$ cat src/rtl/reaction_timer_ctrl_pkg.sv
`timescale 1ns/1ps
`default_nettype none
// ============================================================================
// Module   : reaction_timer_ctrl_pkg
// Brief    : Shared state encoding and count width for the reaction timer.
// Revision : 1.0 - initial release
// ============================================================================
package reaction_timer_ctrl_pkg;

    localparam int c_cnt_w          = 20;
    localparam int c_max_ms_default = 999999;

    typedef enum logic [2:0] {
        ST_IDLE        = 3'd0,
        ST_ARMED       = 3'd1,
        ST_GO          = 3'd2,
        ST_DONE        = 3'd3,
        ST_FALSE_START = 3'd4
    } state_t;

    function automatic logic [c_cnt_w-1:0] sat_inc(input logic [c_cnt_w-1:0] v,
                                                  input logic [c_cnt_w-1:0] lim);
        return (v >= lim) ? v : v + c_cnt_w'(1);
    endfunction

endpackage
`default_nettype wire

$ cat src/rtl/reaction_timer_ctrl_lfsr16.sv
`timescale 1ns/1ps
`default_nettype none
// ============================================================================
// Module   : lfsr16
// Brief    : 16-bit Fibonacci LFSR, x^16+x^14+x^13+x^11+1, advancing every cycle.
// Revision : 1.0 - initial release
// ============================================================================
module lfsr16 #(
    parameter logic [15:0] SEED = 16'hACE1
) (
    input  logic        clk,
    input  logic        reset,
    output logic [15:0] q
);

    logic [15:0] r_q;
    logic        w_fb;

    // Right-shifting form: taps 16,14,13,11 land on bits 0,2,3,5
    assign w_fb = r_q[0] ^ r_q[2] ^ r_q[3] ^ r_q[5];

    always_ff @(posedge clk) begin
        if (reset) begin
            r_q <= SEED;
        end else begin
            r_q <= {w_fb, r_q[15:1]};
        end
    end

    assign q = r_q;

endmodule
`default_nettype wire

$ cat src/rtl/reaction_timer_ctrl.sv
`timescale 1ns/1ps
`default_nettype none
// ============================================================================
// Module   : reaction_timer_ctrl
// Brief    : Reaction-time tester sequencer: random hold-off, GO, ms count, best.
// Revision : 1.0 - initial release
// ============================================================================
module reaction_timer_ctrl
    import reaction_timer_ctrl_pkg::*;
#(
    parameter int unsigned MIN_DELAY_MS = 1000,
    parameter int unsigned RAND_BITS    = 11,
    parameter int unsigned TIMEOUT_MS   = 9999,
    parameter int unsigned MAX_MS       = c_max_ms_default,
    parameter logic [15:0] LFSR_SEED    = 16'hACE1
) (
    input  logic               clk,
    input  logic               reset,
    input  logic               tick_ms,
    input  logic               start,
    input  logic               react,
    output logic [c_cnt_w-1:0] ms_count,
    output logic [c_cnt_w-1:0] best_ms,
    output logic               best_valid,
    output logic               led_go,
    output logic               false_start,
    output logic               timeout,
    output logic               busy,
    output logic [2:0]         state
);

    localparam int c_dly_w = $clog2(MIN_DELAY_MS + (2 ** RAND_BITS)) + 1;

    state_t               r_state, w_state_nxt;
    logic [c_cnt_w-1:0]   r_ms, w_ms_nxt, w_ms_inc;
    logic [c_cnt_w-1:0]   r_best, w_best_nxt;
    logic                 r_bv, w_bv_nxt;
    logic                 r_to, w_to_nxt;
    logic [c_dly_w-1:0]   r_dly, w_dly_nxt, w_dly_load;
    logic                 r_led_go, r_false_start, r_busy;
    logic                 r_start_q, r_react_q;
    logic                 w_start_e, w_react_e;
    logic [15:0]          w_lfsr;

    lfsr16 #(
        .SEED (LFSR_SEED)
    ) u_lfsr (
        .clk   (clk),
        .reset (reset),
        .q     (w_lfsr)
    );

    generate
        if (RAND_BITS < 16) begin : g_lfsr_spare
            logic w_unused_lfsr;
            assign w_unused_lfsr = ^w_lfsr[15:RAND_BITS];
        end
    endgenerate

    // Edge history is left out of reset so a level held through reset cannot re-arm
    always_ff @(posedge clk) begin
        r_start_q <= start;
        r_react_q <= react;
    end

    assign w_start_e  = start & ~r_start_q;
    assign w_react_e  = react & ~r_react_q;
    assign w_dly_load = c_dly_w'(MIN_DELAY_MS) + c_dly_w'(w_lfsr[RAND_BITS-1:0]);
    assign w_ms_inc   = sat_inc(r_ms, c_cnt_w'(MAX_MS));

    always_comb begin
        w_state_nxt = r_state;
        w_ms_nxt    = r_ms;
        w_best_nxt  = r_best;
        w_bv_nxt    = r_bv;
        w_to_nxt    = r_to;
        w_dly_nxt   = r_dly;
        case (r_state)
            ST_IDLE, ST_DONE, ST_FALSE_START: begin
                if (w_start_e) begin
                    w_state_nxt = ST_ARMED;
                    w_dly_nxt   = w_dly_load;
                    w_ms_nxt    = '0;
                    w_to_nxt    = 1'b0;
                end
            end
            ST_ARMED: begin
                if (w_react_e) begin
                    w_state_nxt = ST_FALSE_START;
                    w_ms_nxt    = '0;
                end else if (tick_ms) begin
                    w_dly_nxt = r_dly - c_dly_w'(1);
                    if (r_dly == c_dly_w'(1)) begin
                        w_state_nxt = ST_GO;
                    end
                end
            end
            ST_GO: begin
                // A react on a tick cycle freezes the count before the increment
                if (w_react_e) begin
                    w_state_nxt = ST_DONE;
                    if (!r_bv || (r_ms < r_best)) begin
                        w_best_nxt = r_ms;
                        w_bv_nxt   = 1'b1;
                    end
                end else if (tick_ms) begin
                    w_ms_nxt = w_ms_inc;
                    if (w_ms_inc == c_cnt_w'(TIMEOUT_MS)) begin
                        w_state_nxt = ST_DONE;
                        w_to_nxt    = 1'b1;
                    end
                end
            end
            default: begin
                w_state_nxt = ST_IDLE;
            end
        endcase
    end

    always_ff @(posedge clk) begin
        if (reset) begin
            r_state       <= ST_IDLE;
            r_ms          <= '0;
            r_best        <= '1;
            r_bv          <= 1'b0;
            r_to          <= 1'b0;
            r_dly         <= '0;
            r_led_go      <= 1'b0;
            r_false_start <= 1'b0;
            r_busy        <= 1'b0;
        end else begin
            r_state       <= w_state_nxt;
            r_ms          <= w_ms_nxt;
            r_best        <= w_best_nxt;
            r_bv          <= w_bv_nxt;
            r_to          <= w_to_nxt;
            r_dly         <= w_dly_nxt;
            r_led_go      <= (w_state_nxt == ST_GO);
            r_false_start <= (w_state_nxt == ST_FALSE_START);
            r_busy        <= (w_state_nxt == ST_ARMED) || (w_state_nxt == ST_GO);
        end
    end

    assign ms_count    = r_ms;
    assign best_ms     = r_best;
    assign best_valid  = r_bv;
    assign led_go      = r_led_go;
    assign false_start = r_false_start;
    assign timeout     = r_to;
    assign busy        = r_busy;
    assign state       = r_state;

endmodule
`default_nettype wire

$ cat config.mk
export PLATFORM = sky130hd
export DESIGN_NAME = reaction_timer_ctrl
export DESIGN_NICKNAME = d
export VERILOG_FILES = /design/src/rtl/reaction_timer_ctrl_pkg.sv /design/src/rtl/reaction_timer_ctrl_lfsr16.sv /design/src/rtl/reaction_timer_ctrl.sv
export SDC_FILE = /design/constraint.sdc
export NUM_CORES = 1
export LEC_CHECK = 0
export BUFFER_PORTS_ARGS = -buffer_cell sky130_fd_sc_hd__buf_2
export CAP_MARGIN = 20
export CORE_ASPECT_RATIO = 0.75
export CORE_MARGIN = 2
export CORE_UTILIZATION = 36
export CTS_BUF_LIST = sky130_fd_sc_hd__clkbuf_8
export CTS_CLUSTER_DIAMETER = 120
export DETAILED_ROUTE_END_ITERATION = 16
export GPL_ROUTABILITY_DRIVEN = 0
export SYNTH_ARGS = -nofsm -noshare
export SYNTH_HDL_FRONTEND = slang
export SYNTH_SLANG_ARGS = --single-unit
$ cat constraint.sdc
create_clock -name clk -period 3.95 [get_ports clk]
set_input_delay 0.1975 -clock clk [delete_from_list [all_inputs] [get_ports clk]]
set_output_delay 0.1975 -clock clk [all_outputs]
set_load 0.05 [all_outputs]
==> run summary <==
Synthesis handed over a netlist of 539 instances. The flow ran to the end, and the final reports show no timing, DRC or antenna violations. The arrival time at the worst endpoint was 3.72 ns.

The number of max-slew violations in the final report was 0. The count of non-filler cells in the finished layout was 740. The TritonCTS buffer count was 9; the routed length per placed instance was 15.94 um. Power spread over the standard cell area amounts to 327.1 nW/um^2. The warning count from the yosys run was 0. The fraction of layout instances using a drive strength above 1 works out to 17.30%.

The number of buffer and inverter instances along the worst setup path was 0. The number of endpoints failing setup at the final stage is 0. The via count of the first global-routing pass was 3759. Counting instances, the worst hold path has a depth of 3. Global-route wire length before repair: 19.40 mm.

Derived from the worst setup path, the maximum achievable clock frequency is 0.2884 GHz. The most common cell in the synthesized netlist is sky130_fd_sc_hd__dfxtp_1. For the worst setup path, the data required time is 4.20 ns. TritonCTS built the clock tree. The max-cap check violation count is 0. The die is 99.85 um tall.

Launch instance of the worst min-delay path: tick_ms. The total via count in the routed design is 4145. The fraction of synthesis flops using an asynchronous set or reset pin is 0%. The run gives 0 as the number of buffers added for setup after CTS.

Traced cell by cell, the critical path runs through or4_1 -> a311oi_2 -> o211ai_1 -> nor3_1 -> mux2_2 -> a211oi_1 -> a31oi_2 -> mux2_4. The tools report the library cell used as clock root buffer as sky130_fd_sc_hd__clkbuf_8. Entering global routing, the biggest net connects 56 pins.

In this run, placement finished with an instance count of 722. The number of gates resized after CTS was 0. Relative to the synthesized area, the layout overhead comes to 13.62%. The layout has 1213 filler cells. The length of the first detailed-routing pass in iterations is 5, and the starting DRC count in detailed routing is 335.

Measured in cells, the most critical reg-to-reg path has a length of 8. The worst path uses 87.77% of the clock period. The detailed-route vias per instance was 5.601; the sequential element share of the synthesized area was 35.87%.

The static leakage was 0.002137 uW. The net count of the mapped netlist was 567. After legalization and detailed placement, the total HPWL measured 8.173 mm. The number of antenna violations at the first check in global routing was 0. For this run, the total global-route usage over all layers was measured as 18.10%. Counting flops with a built-in enable in the synthesized netlist gives 0. The total routed wirelength was 11.80 mm; the area enclosed by the die boundary was 13160 um^2. Sorting the synthesized cells by area gives the leading types as sky130_fd_sc_hd__dfxtp_1, sky130_fd_sc_hd__o211ai_1, sky130_fd_sc_hd__ha_1. The commonest cells after synthesis are sky130_fd_sc_hd__dfxtp_1, sky130_fd_sc_hd__nor2_1, sky130_fd_sc_hd__o211ai_1. Of all nets on the critical path, the largest fanout is 10. The worst register-to-register path begins at ms_count[6]$_SDFFE_PP0P_.

Clock skew on the completed layout was measured at 0.01307 ns. The run gives 3 as the number of levels in the clock H-tree. Worst min-delay path category: input port to register. After synthesis, the netlist uses 60 different library cells.

Cell family with the largest share of critical-path delay: compound AO/OA/AOI/OAI gates. In this run the tightest slew margin relative to its limit is 41.13%. The die is 131.8 um wide.

The count of buffers inserted at the top-level ports is 52. For flop-to-flop paths, the worst setup slack is 0.48 ns. The worst setup path is launched from a register. The logs give 0 for the number of hold-slack violations in the final timing report and 0 for the number of DRC violations after detailed routing. Worst reg2reg path endpoint: busy$_SDFF_PP0_. The clock latency on the worst-skew pair is 0.36 ns. Timing analysis after detailed placement gives a worst setup slack of 0.5721 ns. The kind of end point of the critical path was a register.

By startpoint and endpoint, the worst setup path is classified as register to register. The actual transition at the worst max-transition pin works out to 0.8821 ns. After synthesis the netlist holds a flip-flop and latch count of 79. Pin placement for this block handled 53 I/O pins. The tools report the worst min-delay path endpoint as state[0]$_SDFF_PP0_. The worst path in the final design needs a cycle of 3.467 ns, including I/O delays and setup.

The share of the core filled with cells in the final layout came out at 42.51%. The longest clock path from root to sink contains 2 buffers. The top flip-flop cell by instance count after synthesis is sky130_fd_sc_hd__dfxtp_1. The run gives 0 as the remaining global-route overflow. The placement row count is 34.

The clock transition at the registers of the reported paths was 0.08 ns. Across all setup checks in the final design, the least slack found is 0.4829 ns. Average cell area after synthesis: 8.180 um^2.

The slowest stage of the critical path is the sky130_fd_sc_hd__or4_1 cell. The delay of the slowest cell on the worst path works out to 0.59 ns. Summed over its instances, the top area cell type makes up 35.87% of the synthesized netlist area. Setup TNS: 0 ns.

Summed over all instances, the cell type with the most area after synthesis is sky130_fd_sc_hd__dfxtp_1. The number of antenna diodes in the final layout is 0. The area inside the core boundary is 11780 um^2. In the final design database the tool counted 601 nets. The largest vdd supply drop was 135.4 uV. Setup repair after global routing left no endpoint under its margin. Clock tree synthesis found a total of 79 sinks. Post-route antenna net violation count: 0.

The initial utilization of the core area, before any placement, comes to 37.42%. The area of the mapped netlist was 4409 um^2.
-- timing repair --
| item | CTS | global route |
|---|---|---|
| endpoints found under the setup margin | 0 | 0 |
| hold buffers | 2 | 0 |
| endpoints found under the hold margin | 2 | 0 |
-- how the worst max path moves through the flow --
stage               depth (start not counted)                      from  slack (ns)         endpoint
finish                                      8  ms_count[6]$_SDFFE_PP0P_        0.48  busy$_SDFF_PP0_
global route                                8  ms_count[6]$_SDFFE_PP0P_        0.37  busy$_SDFF_PP0_
CTS                                         8  ms_count[6]$_SDFFE_PP0P_        0.55  busy$_SDFF_PP0_
detailed placement                          8  ms_count[6]$_SDFFE_PP0P_        0.57  busy$_SDFF_PP0_
global placement                            8  ms_count[6]$_SDFFE_PP0P_        0.71  busy$_SDFF_PP0_
floorplan                                   8  ms_count[6]$_SDFFE_PP0P_        0.78  busy$_SDFF_PP0_
-- where the power goes --
part           switching (uW)  total (uW)  internal [uW]  leakage [uW]
Sequential               19.1         839            820      0.000644
Clock                     329         628            298     0.0000964
Combinational             109         172           63.3       0.00140
-- cell usage in the layout (no fill, tap or decap), types with 10 or more instances in the layout --
cell	synthesis	routed
sky130_fd_sc_hd__dfxtp_1	79	79
sky130_fd_sc_hd__buf_2	3	52
sky130_fd_sc_hd__nor2_1	51	51
sky130_fd_sc_hd__o211ai_1	39	39
sky130_fd_sc_hd__o21ai_0	36	36
sky130_fd_sc_hd__nand2_1	30	30
sky130_fd_sc_hd__a21oi_1	29	29
sky130_fd_sc_hd__inv_1	25	25
sky130_fd_sc_hd__ha_1	23	23
sky130_fd_sc_hd__nand3_1	15	15
sky130_fd_sc_hd__nor2b_1	14	14
sky130_fd_sc_hd__nor3_1	13	13
sky130_fd_sc_hd__xor2_1	11	11
sky130_fd_sc_hd__or2_2	11	11
sky130_fd_sc_hd__a21o_1	10	10
sky130_fd_sc_hd__buf_4	1	10
-- flip-flops by register name, summed over array words and instances, names as in the netlist --
name         cells
state            3
r_react_q        1
best_valid       1
r_start_q        1
led_go           1
u_lfsr.q        16
false_start      1
busy             1
timeout          1
ms_count        20
best_ms         20
r_dly           13
-- kinds of logic (layout without fill, tap and decap cells) --
kind of cell | after synthesis | after routing | synth area share (%)
DFF | 79 | 79 | 35.87
and+or+nand+nor | 182 | 182 | 21.68
xor gates and xnor gates | 17 | 17 | 3.377
buffers and inverters | 66 | 105 | 5.789
AOI/OAI and AO/OA | 169 | 169 | 25.94
adders and majority gates | 23 | 23 | 6.527
muxes | 3 | 3 | 0.8228
-- routing by layer --
metal,global-route usage (%),share of wire (%),up-vias
met5,0,0,-
met1,26.68,52,1966
met2,26.06,41,137
met3,4.394,6.6,12
li1,-,-,2030
met4,5.351,1.1,0
-- per-stage QoR --
step                      hold WS [ns]  power (uW)  instance area [um^2]
after floorplan                 0.2252       984.2                  4409
after global placement          0.3269        1023                  4786
after detailed placement        0.3328        1027                  4786
after CTS                       0.1962        1654                  5010
after global routing            0.2250        1710                  5010
final                           0.2189        1639                  5010
-- layout make-up --
type / count / area [um^2] / area share (%)
tap: 162 / 202.7 / 4.046
sequential: 79 / 1582 / 31.57
timing repair buffer: 64 / 355.3 / 7.093
clock buffer: 9 / 123.9 / 2.473
inverter: 25 / 93.84 / 1.873
multi-input combinational: 394 / 2572 / 51.35
clock inverter: 7 / 80.08 / 1.598
-- worst min-delay path: cells and delay by family --
family,cells,cell delay (ns)
compound gates,1,0.13
buf+inv,1,0.13
simple gates,1,0.08
Note: power is estimated with default switching activity, not from simulation.
